**config.mk**
```make
export PLATFORM = sky130hd
export DESIGN_NAME = hc595_chain_driver
export DESIGN_NICKNAME = d
export VERILOG_FILES = /design/src/rtl/hc595_pkg.sv /design/src/rtl/hc595_phase_tick.sv /design/src/rtl/hc595_chain_driver.sv
export SDC_FILE = /design/constraint.sdc
export NUM_CORES = 1
export LEC_CHECK = 0
export CAP_MARGIN = 20
export CORE_AREA = 2 2 68 63
export CTS_BUF_LIST = sky130_fd_sc_hd__clkbuf_8
export CTS_CLUSTER_SIZE = 10
export DETAILED_ROUTE_END_ITERATION = 16
export DIE_AREA = 0 0 70 65
export PLACE_DENSITY = 0.78
export SLEW_MARGIN = 15
export SYNTH_ARGS = -nofsm -noshare
export SYNTH_HDL_FRONTEND = slang
export SYNTH_SLANG_ARGS = --single-unit
```
**constraint.sdc**
```tcl
create_clock -name clk_i -period 2.3 [get_ports clk_i]
set_input_delay 0.345 -clock clk_i [delete_from_list [all_inputs] [get_ports clk_i]]
set_output_delay 0.345 -clock clk_i [all_outputs]
set_load 0.005 [all_outputs]
```
**src/rtl/hc595_pkg.sv**
```systemverilog
// Shared definitions for the 74HC595 chain driver: FSM state encoding and frame timing.
package hc595_pkg;

  typedef enum logic [1:0] {
    IDLE  = 2'd0,
    SH_LO = 2'd1,
    SH_HI = 2'd2,
    LATCH = 2'd3
  } state_e;

  // Clk cycles from the first SH_LO cycle to the last LATCH cycle.
  function automatic int frame_cycles(input int data_w, input int div);
    return 2 * div * data_w + div;
  endfunction

endpackage

```
**src/rtl/hc595_phase_tick.sv**
```systemverilog
// Phase divider: tick_o is high in the last cycle of every DIV-cycle window.
// clr_i restarts the window so each FSM state gets exactly DIV cycles.
module hc595_phase_tick #(
  parameter int DIV = 2
) (
  input  logic clk_i,
  input  logic rst_n_i,
  input  logic clr_i,
  output logic tick_o
);

  localparam int CW = (DIV > 1) ? $clog2(DIV) : 1;
  localparam logic [CW-1:0] LAST = CW'(DIV - 1);

  logic [CW-1:0] cnt_q, cnt_d;

  assign tick_o = (cnt_q == LAST);

  always_comb begin
    cnt_d = cnt_q + CW'(1);
    if (clr_i || tick_o) cnt_d = '0;
  end

  always_ff @(posedge clk_i or negedge rst_n_i) begin
    if (!rst_n_i) cnt_q <= '0;
    else          cnt_q <= cnt_d;
  end

endmodule

```
**src/rtl/hc595_chain_driver.sv**
```systemverilog
// Serial engine for a 74HC595 daisy chain with start/busy/done handshake,
// a one-deep pending frame and optional continuous refresh. All pins registered.
module hc595_chain_driver
  import hc595_pkg::*;
#(
  parameter int DATA_W       = 16,
  parameter int DIV          = 2,
  parameter bit LSB_FIRST    = 1'b0,
  parameter bit AUTO_REFRESH = 1'b0
) (
  input  logic              clk_i,
  input  logic              rst_n_i,
  input  logic [DATA_W-1:0] data_i,
  input  logic              start_i,
  output logic              busy_o,
  output logic              done_o,
  output logic              sh_cp_o,
  output logic              st_cp_o,
  output logic              ds_o
);

  localparam int BW = $clog2(DATA_W + 1);

  state_e            state_q, state_d;
  logic [DATA_W-1:0] hold_q, hold_d;
  logic [DATA_W-1:0] sh_q, sh_d;
  logic              pend_q, pend_d;
  logic [BW-1:0]     bit_q, bit_d;
  logic              sh_cp_q, sh_cp_d, st_cp_q, st_cp_d, ds_q, ds_d;
  logic              busy_q, busy_d, done_q, done_d;
  logic              tick, reload;

  function automatic logic out_bit(input logic [DATA_W-1:0] v);
    return LSB_FIRST ? v[0] : v[DATA_W-1];
  endfunction

  hc595_phase_tick #(.DIV(DIV)) u_tick (
    .clk_i  (clk_i),
    .rst_n_i(rst_n_i),
    .clr_i  (state_d != state_q),
    .tick_o (tick)
  );

  always_comb begin
    state_d = state_q;
    hold_d  = start_i ? data_i : hold_q;
    sh_d    = sh_q;
    pend_d  = pend_q | (start_i && (state_q != IDLE));
    bit_d   = bit_q;
    done_d  = 1'b0;
    reload  = 1'b0;

    case (state_q)
      IDLE:  if (start_i || pend_q || AUTO_REFRESH) reload = 1'b1;
      SH_LO: if (tick) state_d = SH_HI;
      SH_HI: if (tick) begin
        sh_d = LSB_FIRST ? (sh_q >> 1) : (sh_q << 1);
        if (bit_q == BW'(DATA_W - 1)) begin
          state_d = LATCH;
        end else begin
          bit_d   = bit_q + BW'(1);
          state_d = SH_LO;
        end
      end
      LATCH: if (tick) begin
        done_d = 1'b1;
        if (start_i || pend_q || AUTO_REFRESH) reload = 1'b1;
        else                                   state_d = IDLE;
      end
    endcase

    // A Start in the reload cycle wins over the held frame and clears pend.
    if (reload) begin
      state_d = SH_LO;
      sh_d    = start_i ? data_i : hold_q;
      pend_d  = 1'b0;
      bit_d   = '0;
    end

    // Pins follow the next state so they change together with the state register.
    sh_cp_d = (state_d == SH_HI);
    st_cp_d = (state_d == LATCH);
    busy_d  = (state_d != IDLE);
    ds_d    = (state_d == SH_LO) ? out_bit(sh_d) : ds_q;
  end

  always_ff @(posedge clk_i or negedge rst_n_i) begin
    if (!rst_n_i) begin
      state_q <= IDLE;
      hold_q  <= '0;
      sh_q    <= '0;
      pend_q  <= 1'b0;
      bit_q   <= '0;
      sh_cp_q <= 1'b0;
      st_cp_q <= 1'b0;
      ds_q    <= 1'b0;
      busy_q  <= 1'b0;
      done_q  <= 1'b0;
    end else begin
      state_q <= state_d;
      hold_q  <= hold_d;
      sh_q    <= sh_d;
      pend_q  <= pend_d;
      bit_q   <= bit_d;
      sh_cp_q <= sh_cp_d;
      st_cp_q <= st_cp_d;
      ds_q    <= ds_d;
      busy_q  <= busy_d;
      done_q  <= done_d;
    end
  end

  assign busy_o  = busy_q;
  assign done_o  = done_q;
  assign sh_cp_o = sh_cp_q;
  assign st_cp_o = st_cp_q;
  assign ds_o    = ds_q;

endmodule
```
==> out/results.tsv, run 1 <==
metric	value	unit
Area contributors post-synth	dfrtp_1 (55%), mux2_2 (8.0%), mux2i_1 (7.6%), ha_1 (4.2%), o21ai_0 (3.8%)	
status	finished with violations	
final hold vios	11	
DRC	0	
IO Pins	24	
hold buffers post-CTS	0	
Yosys top cell area share	54.7	%
fraction of layout instances using a drive strength above 1	16.4	%
Slew Limit Headroom	68.6	%
sequential share of the synthesized area	54.7	%
CTS H-tree depth	2	
Layout area overhead	17.2	%
CTS tree	done	
leading area contributor after synthesis	dfrtp_1	
final wirelength	3.88	mm
crit path capture type	register	
yosys warns	0	
setup slack, reg-to-reg	0.24	ns
crit path capture	ds_o	
drt pass-1 iters	4	
Worst EP required	2.47	ns
first-pass GRT wire length	7.02	mm
most frequent cell after synthesis	dfrtp_1	
Synth Cell Area	2100	sq um
Routability Congestion	0.869	
Clock Skew	0.0113	ns
Async S/R FF share, synth	100	%
crit path DAT	2.23	ns
ANT cells	0	
Post-CTS Setup Bufs	0	
post-CTS sizing	0	
Worst-Margin Slew	0.469	ns
CTS Buf Count	5	
peak supply drop	0.599	mV
R2R Path End	ds_o	
Fmax	485	MHz
Final Critical Period	2.06	ns
total track usage	19.7	%
top_reg_cell synth	dfrtp_1	
HP Class	input port to asynchronous set/reset pin	
Die Wd	70	um
total chip power	2.67	mW
power density cells	1080	nW/um^2
largest net degree at the start of global routing	21	
Setup crit start kind	register	
Worst setup startpoint	bit_q[0]	
placed inst area	2390	sq um
Final period util	89.7	%
CP Class	register to register	
fin nets	233	
Leakage	1.20	nW
crit-path max FO	4	
CTS Root Buffer Type	clkbuf_8	
via count	1406	
violated checks	hold timing	
port bufs	23	
Final HPWL DP	2.86	mm
Cell Rows	22	
DR WL/cell	15.2	um
final hold slack	-0.00986	ns
vias in the first global route	1559	
# clock sinks	46	
Die Y	65	um
DR vias/cell	5.51	
Worst-Skew Late Latency	0.29	ns
worst flop-to-flop path startpoint	bit_q[0]	
Post-synth top cells	dfrtp_1 (46), nand2_1 (21), mux2i_1 (16), o21ai_0 (16), mux2_2 (15)	
# setup viols final	0	
setup_tns	0	ns
Clk pin slew, worst setup/hold paths	0.08	ns
gr ovfl total	0	
R2R cell count	7	
Avg Inst Size Synth	11.6	sq um
final instance area	2470	sq um
cell count after synthesis	181	
CORE AREA	3910	sq um
Post-synth EDFFs	0	
initial core utilization	53.8	%
number of antenna violations at the first check in global routing	0	
Syn Nets	207	
final antenna-violating net count	0	
fin. max-slew vios	0	
RSZ-0062 raised after global routing	false	
maxcap violations	0	
Die Area	4550	sq um
DR iter-0 viols	97	
Yosys cell types	40	
clk buf depth	2	
#FFs+latches synth	46	
-- layout make-up --
| type | count | area, sq um |
|---|---|---|
| clock buffer | 5 | 68.8 |
| clock inverter | 2 | 7.51 |
| fill | 319 | 1440 |
| inverter | 7 | 26.3 |
| multi-input combinational | 118 | 882 |
| sequential | 46 | 1150 |
| tap | 48 | 60.1 |
| timing repair buffer | 29 | 270 |
-- state kept, by name, summed over array words and instances (netlist names) --
name           flops
done_o             1
st_cp_o            1
bit_q              5
sh_cp_o            1
ds_o               1
busy_o             1
u_tick.tick_o      1
state_q            2
pend_q             1
sh_q              16
hold_q            16
-- through the flow --
| step | util [%] | hold slack (ns) | instances | setup WS (ns) |
|---|---|---|---|---|
| floorplan | - | 0.0494 | 181 | 0.425 |
| global placement | 61.1 | 0.310 | 248 | 0.237 |
| detailed placement | 61.1 | 0.317 | 248 | 0.161 |
| CTS | 63.1 | 0.00251 | 255 | 0.233 |
| global route | 63.1 | 0.0168 | 255 | 0.0979 |
| finish | 63.1 | -0.00986 | 255 | 0.237 |
-- how the worst min path moves through the flow --
stage | slack, ns | to | from | cells after the start
after CTS | 0.003 | bit_q[2] | rst_n_i | 1
after floorplan | 0.05 | bit_q[0] | rst_n_i | 0
after detailed placement | 0.32 | bit_q[2] | rst_n_i | 1
after global routing | 0.02 | sh_q[0] | rst_n_i | 1
final | -0.01 | sh_q[0] | rst_n_i | 1
after global placement | 0.31 | bit_q[2] | rst_n_i | 1
-- cell usage in the layout, fill, tap and decap left out, drive strengths merged, types with 2 or more instances in the layout --
cell and count:
nor3 3, mux2 16, a21oi 2, xor2 2, a2bb2oi 2, a211oi 2, clkdlybuf4s50 22, ha 7
nand2 21, nor2 8, nand3 2, inv 9, nor2b 2, nand2b 2, mux2i 16, clkbuf 5
o21ai 17, dfrtp 46, buf 7, and3 2, a21o 2
-- metal layers --
layer,vias up,wire length (um),global-route usage [%]
met1,694,1540,21.8
li1,671,-,-
met2,30,2100,35.7
met4,0,93,10.1
met3,11,145,4.20
met5,-,0,0
-- critical path, stage by stage, from the launching register on --
cell       delay, ns
dfrtp_1         0.42
ha_1            0.23
and3_1          0.18
ha_1            0.22
nand2b_1        0.19
a221o_1         0.35
a2bb2oi_1       0.24
o32ai_2         0.11
-- cells by family after synthesis --
| family | count (synthesis) | share of synthesized area [%] |
|---|---|---|
| fa+ha+maj | 7 | 4.16 |
| compound gates | 28 | 8.62 |
| buf+inv | 17 | 3.63 |
| mux | 32 | 16.2 |
| flops | 46 | 54.7 |
| xor+xnor | 3 | 1.25 |
| simple gates | 48 | 11.5 |
-- report_power, final --
part / switching [mW] / internal [mW]
Sequential: 0.145 / 1.06
Clock: 0.249 / 0.201
Combinational: 0.538 / 0.475
(Power assumes the default switching activity.)
==> inputs of run 2 (changes only) <==
- CAP_MARGIN: 20 -> default
==> results of run 2 <==
No change in the layout: final DEF, timing and power equal those of run 1.
==> inputs of run 3 (changes only) <==
--- a/config.mk
+++ b/config.mk
@@ -6,10 +6,13 @@
 export NUM_CORES = 1
 export LEC_CHECK = 0
-export CORE_AREA = 2 2 68 63
+export CAP_MARGIN = 20
+export CELL_PAD_IN_SITES_DETAIL_PLACEMENT = 2
+export CELL_PAD_IN_SITES_GLOBAL_PLACEMENT = 2
+export CORE_AREA = 2 2 81 75
 export CTS_BUF_LIST = sky130_fd_sc_hd__clkbuf_8
 export CTS_CLUSTER_SIZE = 10
 export DETAILED_ROUTE_END_ITERATION = 16
-export DIE_AREA = 0 0 70 65
-export PLACE_DENSITY = 0.78
+export DIE_AREA = 0 0 83 77
+export PLACE_DENSITY_LB_ADDON = 0.1
 export SLEW_MARGIN = 15
 export SYNTH_ARGS = -nofsm -noshare
==> constraint.sdc (replaced) <==
create_clock -name clk_i -period 2.3 [get_ports clk_i]
set_input_delay 0.46 -clock clk_i [delete_from_list [all_inputs] [get_ports clk_i]]
set_output_delay 0.46 -clock clk_i [all_outputs]
set_load 0.005 [all_outputs]
==> run 3 against run 2 <==
The run now ends clean. Clock power is 12% higher. Final cell count increased by 9.4%. Non-clock buffer count grew 1. Final area grew 2.0%. Sequential cell count unchanged. Critical path depth up 1. Combinational power rose by 4%. Die area up 40%. Sequential share of layout area down 0.93 points.
==> out/results.tsv, run 3 (synthesis results as in run 1) <==
metric	value	unit
status	completed	
CTS Buf Count	5	
Sequential Area	1150	sq um
multi-input logic area	882	sq um
RSZ-0062 raised after global routing	false	
Cell Rows	26	
Die Y	77	um
Worst-Skew Late Latency	0.30	ns
worst path cell trace	ha_1, and3_1, ha_1, nand2b_1, a221o_1, nand3_2, inv_2, o32ai_2	
fin nets	234	
Comb power frac	38.1	%
Worst EP required	2.51	ns
Final HPWL DP	3.49	mm
vias in the first global route	1682	
Final period util	92.3	%
utilization after layout	45.2	%
CTS tree	done	
final hold slack	0.0784	ns
clk buf depth	2	
final hold vios	0	
power share of the clock group	18.3	%
Die Wd	83	um
hold buffers post-CTS	0	
drt pass-1 iters	2	
peak supply drop	0.425	mV
setup_tns	0	ns
CP bufs+invs	1	
sw frac	35.8	%
CORE AREA	5560	sq um
total chip power	2.77	mW
Switch Pwr	991	uW
HP Class	input port to asynchronous set/reset pin	
gr ovfl total	0	
Leakage	1.21	nW
ANT cells	0	
Worst-Margin Slew	0.518	ns
slowest stage cell, crit path	dfrtp_1	
largest net degree at the start of global routing	35	
# clock sinks	46	
via count	1404	
power density cells	1100	nW/um^2
Final Critical Period	2.12	ns
placed inst area	2420	sq um
Layout area overhead	19.6	%
final wirelength	4.78	mm
Routability Congestion	0.815	
first-pass GRT wire length	8.30	mm
final antenna-violating net count	0	
highest-count cells in the layout ignoring fill and taps	dfrtp_1 (46), clkdlybuf4s50_1 (22), nand2_1 (21), o21ai_0 (16), mux2i_1 (16)	
final instance area	2520	sq um
CTS Root Buffer Type	clkbuf_8	
crit path capture type	register	
Die Area	6390	sq um
# fillers	562	
CTS H-tree depth	2	
# setup viols final	0	
IO Pins	24	
Setup crit start kind	register	
DRC	0	
maxcap violations	0	
Pint	1.78	mW
Clock Skew	0.00401	ns
crit-path max FO	4	
Reg power frac	43.7	%
Slew Limit Headroom	65.4	%
Fmax	471	MHz
crit path DAT	2.33	ns
critical path's top delay family	compound AO/OA/AOI/OAI gates	
Top cell by count, worst path	ha_1	
fin. max-slew vios	0	
largest registers	hold_q x16, sh_q x16, bit_q x5	
DR vias/cell	5.03	
commonest non-fill, non-tap cell in the layout	dfrtp_1	
Clk pin slew, worst setup/hold paths	0.08	ns
port bufs	23	
initial core utilization	37.8	%
total track usage	16.5	%
DR iter-0 viols	16	
CP max stage delay	0.42	ns
fraction of layout instances using a drive strength above 1	17.7	%
post-CTS sizing	0	
Post-CTS Setup Bufs	0	
CP Class	register to register	
DR WL/cell	17.1	um
number of antenna violations at the first check in global routing	0	
==> run 3: cell count changes in the layout (fill, tap and decap cells not counted) <==
cell / previous run / this run
buf_4: 6 / 7
clkbuf_8: 5 / 6
clkinv_2: 0 / 1
inv_1: 8 / 7
==> run 3: cell type report <==
cell class / count / area share, %
well taps: 70 / 3.48
multi-input cells: 118 / 35.1
inverters: 7 / 1.04
clock inverters: 2 / 0.348
clock buffers: 6 / 3.28
repair buffers: 30 / 11.0
flip-flops and latches: 46 / 45.7
==> run 3: final timing paths <==
| kind | from | depth (start not counted) | end | slack [ns] |
|---|---|---|---|---|
| setup / recovery | bit_q[0] | 8 | ds_o | 0.18 |
| hold / removal | rst_n_i | 1 | sh_q[7] | 0.08 |
| setup reg to reg | bit_q[0] | 8 | ds_o | 0.18 |
| hold reg to reg | hold_q[15] | 2 | hold_q[15] | 0.48 |
| max in group asynchronous | rst_n_i | 2 | sh_q[9] | 1.65 |
| min in group clk_i | hold_q[15] | 2 | hold_q[15] | 0.48 |
==> run 3: per-layer routing <==
metal	vias to the layer above	part of all wire, %	track usage, %	wire length [um]
li1	671	-	-	-
met1	707	42	19.2	2020
met2	18	54	29.8	2570
met3	8	2.2	3.66	106
met4	0	1.7	6.07	82
met5	-	0	0	0
==> run 3: metrics by stage <==
stage | worst slack, ns | cells
6_report | 0.176 | 279
3_3_place_gp | 0.0952 | 271
5_1_grt | 0.00478 | 279
2_1_floorplan | 0.425 | 181
4_1_cts | 0.175 | 279
3_5_place_dp | 0.00477 | 271
==> run 3: worst register-to-register path: stages (launching register included) <==
cell and delay, ns:
dfrtp_1 0.42, ha_1 0.23, and3_1 0.19, ha_1 0.25, nand2b_1 0.20, a221o_1 0.35
nand3_2 0.13, inv_2 0.05, o32ai_2 0.23
==> run 3: power groups by stage <==
stage	sequential (mW)	clock (mW)	combinational, mW
after detailed placement	1.23	0	1.07
after floorplan	1.17	0	0.729
final	1.21	0.505	1.05
after global routing	1.25	0.565	1.19
after CTS	1.21	0.535	1.07
after global placement	1.21	0	0.982
